File: config.mk
export PLATFORM = sky130hd
export DESIGN_NAME = shift_add_mult
export DESIGN_NICKNAME = d
export VERILOG_FILES = /design/src/rtl/shift_add_mult.sv
export SDC_FILE = /design/constraint.sdc
export NUM_CORES = 1
export LEC_CHECK = 0
export CAP_MARGIN = 20
export CORE_MARGIN = 4
export CORE_UTILIZATION = 41
export DETAILED_ROUTE_END_ITERATION = 10
export PLACE_DENSITY = 0.57
export REMOVE_ABC_BUFFERS = 1
export SYNTH_ARGS = -nofsm -noshare
export SYNTH_HDL_FRONTEND = slang
export SYNTH_SLANG_ARGS = --single-unit
File: constraint.sdc
create_clock -name clk -period 6.9 [get_ports clk]
set_input_delay 1.38 -clock clk [delete_from_list [all_inputs] [get_ports clk]]
set_output_delay 1.38 -clock clk [all_outputs]
set_load 0.01 [all_outputs]
File: src/rtl/shift_add_mult.sv
// Sequential shift-and-add multiplier.
// Modes: unsigned a*b, signed a*b (sign-magnitude), and unsigned a*a.
// Each operation takes WIDTH iterations in RUN and then one DONE cycle.
// The result register keeps the last completed product until the next
// completion or until reset.

module shift_add_mult #(
    parameter int unsigned WIDTH = 8
) (
    input  logic               clk,
    input  logic               rst_n,
    input  logic               start,
    input  logic [1:0]         mode,
    input  logic [WIDTH-1:0]   op_a,
    input  logic [WIDTH-1:0]   op_b,
    output logic               busy,
    output logic               done,
    output logic [2*WIDTH-1:0] result
);

    // ------------------------------------------------------------------
    // Local parameters and types
    // ------------------------------------------------------------------

    localparam int unsigned ProdW = 2 * WIDTH;
    // The counter has to hold the value WIDTH itself, so it needs one extra code.
    localparam int unsigned CntW  = $clog2(WIDTH + 1);

    localparam logic [CntW-1:0] CntInit = CntW'(WIDTH);
    localparam logic [CntW-1:0] CntLast = CntW'(1);

    localparam logic [1:0] ModeUnsigned = 2'b00;
    localparam logic [1:0] ModeSigned   = 2'b01;
    localparam logic [1:0] ModeSquare   = 2'b10;

    typedef enum logic [1:0] {
        StIdle = 2'b00,
        StRun  = 2'b01,
        StDone = 2'b10
    } state_e;

    // ------------------------------------------------------------------
    // State and datapath registers
    // ------------------------------------------------------------------

    state_e            state_q, state_d;
    logic [ProdW-1:0]  acc_q, acc_d;        // partial-product accumulator
    logic [ProdW-1:0]  mcand_q, mcand_d;    // multiplicand, shifts left
    logic [WIDTH-1:0]  mplier_q, mplier_d;  // multiplier, shifts right
    logic [CntW-1:0]   cnt_q, cnt_d;        // iterations still to run
    logic              neg_q, neg_d;        // product must be negated
    logic [ProdW-1:0]  result_q, result_d;

    // ------------------------------------------------------------------
    // Operand conditioning signals
    // ------------------------------------------------------------------

    logic              sign_a;
    logic              sign_b;
    logic [WIDTH-1:0]  mag_a;
    logic [WIDTH-1:0]  mag_b;
    logic              cap_neg;

    // ------------------------------------------------------------------
    // Iteration datapath signals
    // ------------------------------------------------------------------

    logic [ProdW-1:0]  addend;
    logic [ProdW-1:0]  acc_sum;
    logic [ProdW-1:0]  acc_final;
    logic              accept;
    logic              last_iter;

    // ------------------------------------------------------------------
    // Control strobes
    // ------------------------------------------------------------------

    // A start request is honoured only while idle; busy states ignore it.
    assign accept    = (state_q == StIdle) && start;
    assign last_iter = (state_q == StRun) && (cnt_q == CntLast);

    // Turn the raw operands into magnitudes plus a product sign, depending on mode.
    always_comb begin
        sign_a  = 1'b0;
        sign_b  = 1'b0;
        mag_a   = op_a;
        mag_b   = op_b;
        cap_neg = 1'b0;
        case (mode)
            ModeSigned: begin
                sign_a  = op_a[WIDTH-1];
                sign_b  = op_b[WIDTH-1];
                // The most-negative value negates to itself, and its bit pattern
                // read as unsigned is the magnitude 2^(WIDTH-1).
                mag_a   = sign_a ? -op_a : op_a;
                mag_b   = sign_b ? -op_b : op_b;
                cap_neg = sign_a ^ sign_b;
            end
            ModeSquare: begin
                mag_a = op_a;
                mag_b = op_a;
            end
            // Mode 00 and the reserved mode 11 both multiply unsigned.
            default: begin
                mag_a = op_a;
                mag_b = op_b;
            end
        endcase
    end

    // One shift-add step: add the multiplicand when the multiplier LSB is set.
    always_comb begin
        addend    = mplier_q[0] ? mcand_q : '0;
        acc_sum   = acc_q + addend;
        // Two's-complement negation wraps modulo 2^(2*WIDTH).
        acc_final = neg_q ? -acc_sum : acc_sum;
    end

    // ------------------------------------------------------------------
    // FSM
    // ------------------------------------------------------------------

    // State register.
    always_ff @(posedge clk or negedge rst_n) begin
        if (!rst_n) begin
            state_q <= StIdle;
        end else begin
            state_q <= state_d;
        end
    end

    // Next-state logic: RUN always takes exactly WIDTH edges, and DONE always lasts one cycle.
    always_comb begin
        state_d = state_q;
        case (state_q)
            StIdle: begin
                if (start) begin
                    state_d = StRun;
                end
            end
            StRun: begin
                if (cnt_q == CntLast) begin
                    state_d = StDone;
                end
            end
            StDone: begin
                state_d = StIdle;
            end
            default: begin
                state_d = StIdle;
            end
        endcase
    end

    // Output decode, driven from the state register only.
    always_comb begin
        busy = 1'b0;
        done = 1'b0;
        case (state_q)
            StIdle: begin
                busy = 1'b0;
                done = 1'b0;
            end
            StRun: begin
                busy = 1'b1;
                done = 1'b0;
            end
            StDone: begin
                busy = 1'b1;
                done = 1'b1;
            end
            default: begin
                busy = 1'b0;
                done = 1'b0;
            end
        endcase
    end

    // ------------------------------------------------------------------
    // Datapath
    // ------------------------------------------------------------------

    // Datapath next-state: capture on accept, iterate in RUN, publish on the last step.
    always_comb begin
        acc_d    = acc_q;
        mcand_d  = mcand_q;
        mplier_d = mplier_q;
        cnt_d    = cnt_q;
        neg_d    = neg_q;
        result_d = result_q;

        if (accept) begin
            acc_d    = '0;
            mcand_d  = {{WIDTH{1'b0}}, mag_a};
            mplier_d = mag_b;
            cnt_d    = CntInit;
            neg_d    = cap_neg;
        end else if (state_q == StRun) begin
            acc_d    = acc_sum;
            mcand_d  = mcand_q << 1;
            mplier_d = mplier_q >> 1;
            cnt_d    = cnt_q - CntLast;
            // result is loaded on the same edge that enters DONE.
            if (last_iter) begin
                result_d = acc_final;
            end
        end
    end

    // Datapath registers; reset clears every one of them, including while a run is in progress.
    always_ff @(posedge clk or negedge rst_n) begin
        if (!rst_n) begin
            acc_q    <= '0;
            mcand_q  <= '0;
            mplier_q <= '0;
            cnt_q    <= '0;
            neg_q    <= 1'b0;
            result_q <= '0;
        end else begin
            acc_q    <= acc_d;
            mcand_q  <= mcand_d;
            mplier_q <= mplier_d;
            cnt_q    <= cnt_d;
            neg_q    <= neg_d;
            result_q <= result_d;
        end
    end

    assign result = result_q;

    // ------------------------------------------------------------------
    // Protocol properties
    // ------------------------------------------------------------------

    // done is a single-cycle pulse.
    a_done_pulse : assert property (@(posedge clk) disable iff (!rst_n) done |=> !done);

    // DONE is always followed by IDLE.
    a_done_to_idle : assert property (@(posedge clk) disable iff (!rst_n)
        (state_q == StDone) |=> (state_q == StIdle));

    // result is stable while an operation is running.
    a_result_stable : assert property (@(posedge clk) disable iff (!rst_n)
        (state_q == StRun && !last_iter) |=> $stable(result_q));

    // The counter never hits zero while in RUN.
    a_cnt_nonzero : assert property (@(posedge clk) disable iff (!rst_n)
        (state_q == StRun) |-> (cnt_q != '0));

endmodule

==> summary.md <==
| Metric | Value |
|---|---|
| RR Startpoint | `mplier_q[0]` |
| Total congestion overflow after global routing | `0` |
| Util after Layout | `0.4861` |
| Lkg Pwr | `2.260 nW` |
| Drt total wl | `9.255 mm` |
| Sw Ratio | `0.4272` |
| Final net count | `563` |
| Highest-delay cell along the critical path | `sky130_fd_sc_hd__dfrtp_1` |
| Clock power share | `0.154` |
| Arrival @ worst endpoint | `roughly 3.8 ns` |
| Transition time at the pin with the least slew margin | `0.7927 ns` |
| Ant diodes | `0` |
| Number of ports placed on the die boundary | `39` |
| Clock latency on the worst-skew pair | `0.34 ns` |
| WL/cell | `about 14 um` |
| Sequential cell fraction of total power | `0.300` |
| Capture instance of the worst register-to-register path | `result[15]` |
| Most used DFF post-synth | `sky130_fd_sc_hd__dfrtp_1` |
| Die X-Extent | `111.3 um` |
| Via count normalized by instance count | `5.305` |
| Commonest cells in the netlist | `sky130_fd_sc_hd__dfrtp_1, sky130_fd_sc_hd__nand2_1, sky130_fd_sc_hd__o21ai_0` |
| Fraction of final layout cells sized beyond drive strength 1 | `0.07500` |
| Delay of the slowest cell on the worst path | `about 0.53 ns` |
| Final clock skew | `0.009912 ns` |
| Worst setup slack for register-to-register paths | `3.37 ns` |
| Net switching power | `0.0008581 W` |
| GRT Util Overall | `0.1572` |
| Starting density of the core | `0.4218` |
| CTS H-tree depth | `3` |
| Resized Gates After CTS | `0` |
| Die outline area | `12390 um^2` |
| Setup_tns | `0 ns` |
| Synth-to-Final Area Change | `15.25%` |
| Initial antenna violation count | `0` |
| Gate count of the mapped netlist | `488` |
| Worst hold start | `result[8]` |
| Post-Layout Cell Count | `656` |
| Share of Yosys cell area claimed by the top area cell type | `0.3604` |
| Bufs on Longest Clock Path | `2` |
| Required time of the critical path | `about 7.1 ns` |
| Classification of the worst-slack hold path | `register to register` |
| Global placement routability congestion | `0.8069` |
| Root Buffer | `sky130_fd_sc_hd__clkbuf_8` |
| Number of violations of the max-capacitance limit | `0` |
| Place WS | `3.392 ns` |
| Depth of the worst register-to-register path | `12` |
| Synthesis warning total | `0` |
| Post-DRT Antenna Nets | `0` |
| Floorplan Core Area | `10370 um^2` |
| Number of design rule violations left after detail routing | `0` |
| Die Ht | `about 110 um` |
| Synthesis-stage register bit count | `63` |
| 1st-iter DRT viols | `168` |
| Routed vias | `3480` |
| Buffer count from post-CTS setup fixing | `0` |
| Vias in the first global route | `3505` |
| CP Launch Type | `register` |
| Worst-path clk slew | `approximately 0.070 ns` |
| Number of buffers inserted by port buffering | `38` |
| Crit path time final | `between 3 and 4 ns` |
| Nature of the critical path endpoint | `register` |
| Synthesized cell area | `4374 um^2` |
| Minimum setup slack in the final design | `3.366 ns` |
| WHS Endpoint | `result[8]` |
| Tightest slew margin relative to the limit | `0.4716` |
| Count of endpoints failing hold in the final timing report | `0` |
| Synth area leaders | `sky130_fd_sc_hd__dfrtp_1, sky130_fd_sc_hd__mux2i_1, sky130_fd_sc_hd__ha_1, sky130_fd_sc_hd__o21ai_0, sky130_fd_sc_hd__nand2_1` |
| Outcome | `completed` |
| Count of unique library cells instantiated by Yosys | `63` |
| Tcrit/Tclk final | `0.5121` |
| First-pass GRT wire length | `roughly 16 mm` |
| Inserted Clock Buffers | `9` |
| FP Rows | `37` |
| Power Dens Cells | `approximately 400 nW/um^2` |
| CTS tree | `yes` |
| Largest net degree at the start of global routing | `64` |
| Cell with the most instances after synthesis | `sky130_fd_sc_hd__dfrtp_1` |
| Avg Synthesized Cell Area | `8.964 um^2` |
| Worst hold path depth | `2` |
| Cell type contributing the most total cell area after synthesis | `sky130_fd_sc_hd__dfrtp_1` |
| Total power consumption of the routed design | `approximately 0.0020 W` |
| Comb power frac | `0.545` |
| Hold-fix buffers, CTS | `0` |
| Pre-antenna DRT Iters | `4` |
| Worst Path Class, Setup | `register to register` |
| Register area share after synthesis | `0.3604` |
| Max IR drop VDD | `0.2360 mV` |
| Top achievable clock speed | `283.0 MHz` |
| RSZ-0062 raised after global routing | `false` |
| Final setup violating endpoints | `0` |
| Power Internal | `0.001151 W` |
| Max-slew violation total from the final report | `0` |
| Post-Place Cells | `640` |
| Sinks on Clock Net | `63` |
| Maximum fanout count along the critical path | `17` |
| Detailed placement HPWL | `6.734 mm` |
| Number of flops mapped to enable cells by yosys | `0` |
| Async S/R FF share, synth | `1.000` |
| Cells along the critical path | `and2_1 > ha_1 > fa_1 > nand3_1 > and3_1 > o211ai_1 > a21oi_2 > nand4b_1 > or3_4 > o41ai_4 > xor2_1 > mux2_2` |
## cell families (layout without fill, tap and decap cells)
group           Yosys count  in the layout  synth area share
compound gates          125            125            0.1897
xor+xnor                 32             32           0.07008
fa+ha+maj                27             27           0.07895
buf+inv                  45             77           0.03919
flops                    63             63            0.3604
mux                      39             39           0.09010
simple gates            157            157            0.1716
## metrics by stage
stage / hold WS [ns] / area, um^2
3_3_place_gp: 0.4611 / 4852
3_5_place_dp: 0.4699 / 4852
5_1_grt: 0.4899 / 5041
4_1_cts: 0.4859 / 5041
6_report: 0.4752 / 5041
2_1_floorplan: 0.4813 / 4274
## critical path: cells and delay by family, from the launching register on
family | cells | cell delay, ns
DFF | 1 | 0.53
adders and majority gates | 2 | 0.64
and+or+nand+nor | 5 | 1.22
xor gates and xnor gates | 1 | 0.10
AOI/OAI and AO/OA | 3 | 0.65
muxes | 1 | 0.26
## routing by layer
metal | GRT usage | vias to the layer above | share of wire
met1 | 0.2158 | 1624 | 0.50
met5 | 0 | - | 0
met2 | 0.2517 | 59 | 0.45
li1 | - | 1785 | -
met3 | 0.03002 | 12 | 0.032
met4 | 0.04785 | 0 | 0.014
## worst max path at each step
stage	startpoint	end	depth (start not counted)
global route	mplier_q[0]	result[15]	12
finish	mplier_q[0]	result[15]	12
global placement	start	result[15]	5
detailed placement	mplier_q[0]	result[15]	12
CTS	mplier_q[0]	result[15]	12
floorplan	state_q[1]	result[15]	4
## area by class of cell
type,count,area (um^2)
clock buffer,10,127.6
inverter,19,71.32
timing repair buffer,42,405.4
tap,136,170.2
fill,1025,5329
multi-input combinational,380,2629
clock inverter,6,61.31
sequential,63,1577
## sequential cells by signal, indices dropped and copies added, names as in the netlist
register and flops:
neg_q 1, acc_q 16, state_q 2, result 16, mcand_q 16, mplier_q 8
cnt_q 4
## layout by cell type (no fill, tap or decap), types with 12 or more instances in the layout
master | netlist | layout
sky130_fd_sc_hd__ha_1 | 26 | 25
sky130_fd_sc_hd__xor2_1 | 20 | 20
sky130_fd_sc_hd__and2_1 | 17 | 17
sky130_fd_sc_hd__inv_1 | 19 | 19
sky130_fd_sc_hd__mux2i_1 | 36 | 36
sky130_fd_sc_hd__nor2_1 | 41 | 41
sky130_fd_sc_hd__o21ai_0 | 42 | 42
sky130_fd_sc_hd__nand3_1 | 12 | 12
sky130_fd_sc_hd__nand2_1 | 50 | 50
sky130_fd_sc_hd__clkdlybuf4s50_1 | 0 | 37
sky130_fd_sc_hd__a21oi_1 | 27 | 27
sky130_fd_sc_hd__dfrtp_1 | 63 | 63
sky130_fd_sc_hd__a211oi_1 | 14 | 14
## power by group through the flow
| stage | Combinational [W] | Clock, W | Sequential, W |
|---|---|---|---|
| 2_1_floorplan | 0.000818 | 0 | 0.000601 |
| 3_3_place_gp | 0.00108 | 0 | 0.000611 |
| 3_5_place_dp | 0.00110 | 0 | 0.000613 |
| 4_1_cts | 0.00110 | 0.000325 | 0.000607 |
| 5_1_grt | 0.00123 | 0.000338 | 0.000627 |
| 6_report | 0.00110 | 0.000309 | 0.000604 |
Note: power is estimated with default switching activity, not from simulation.
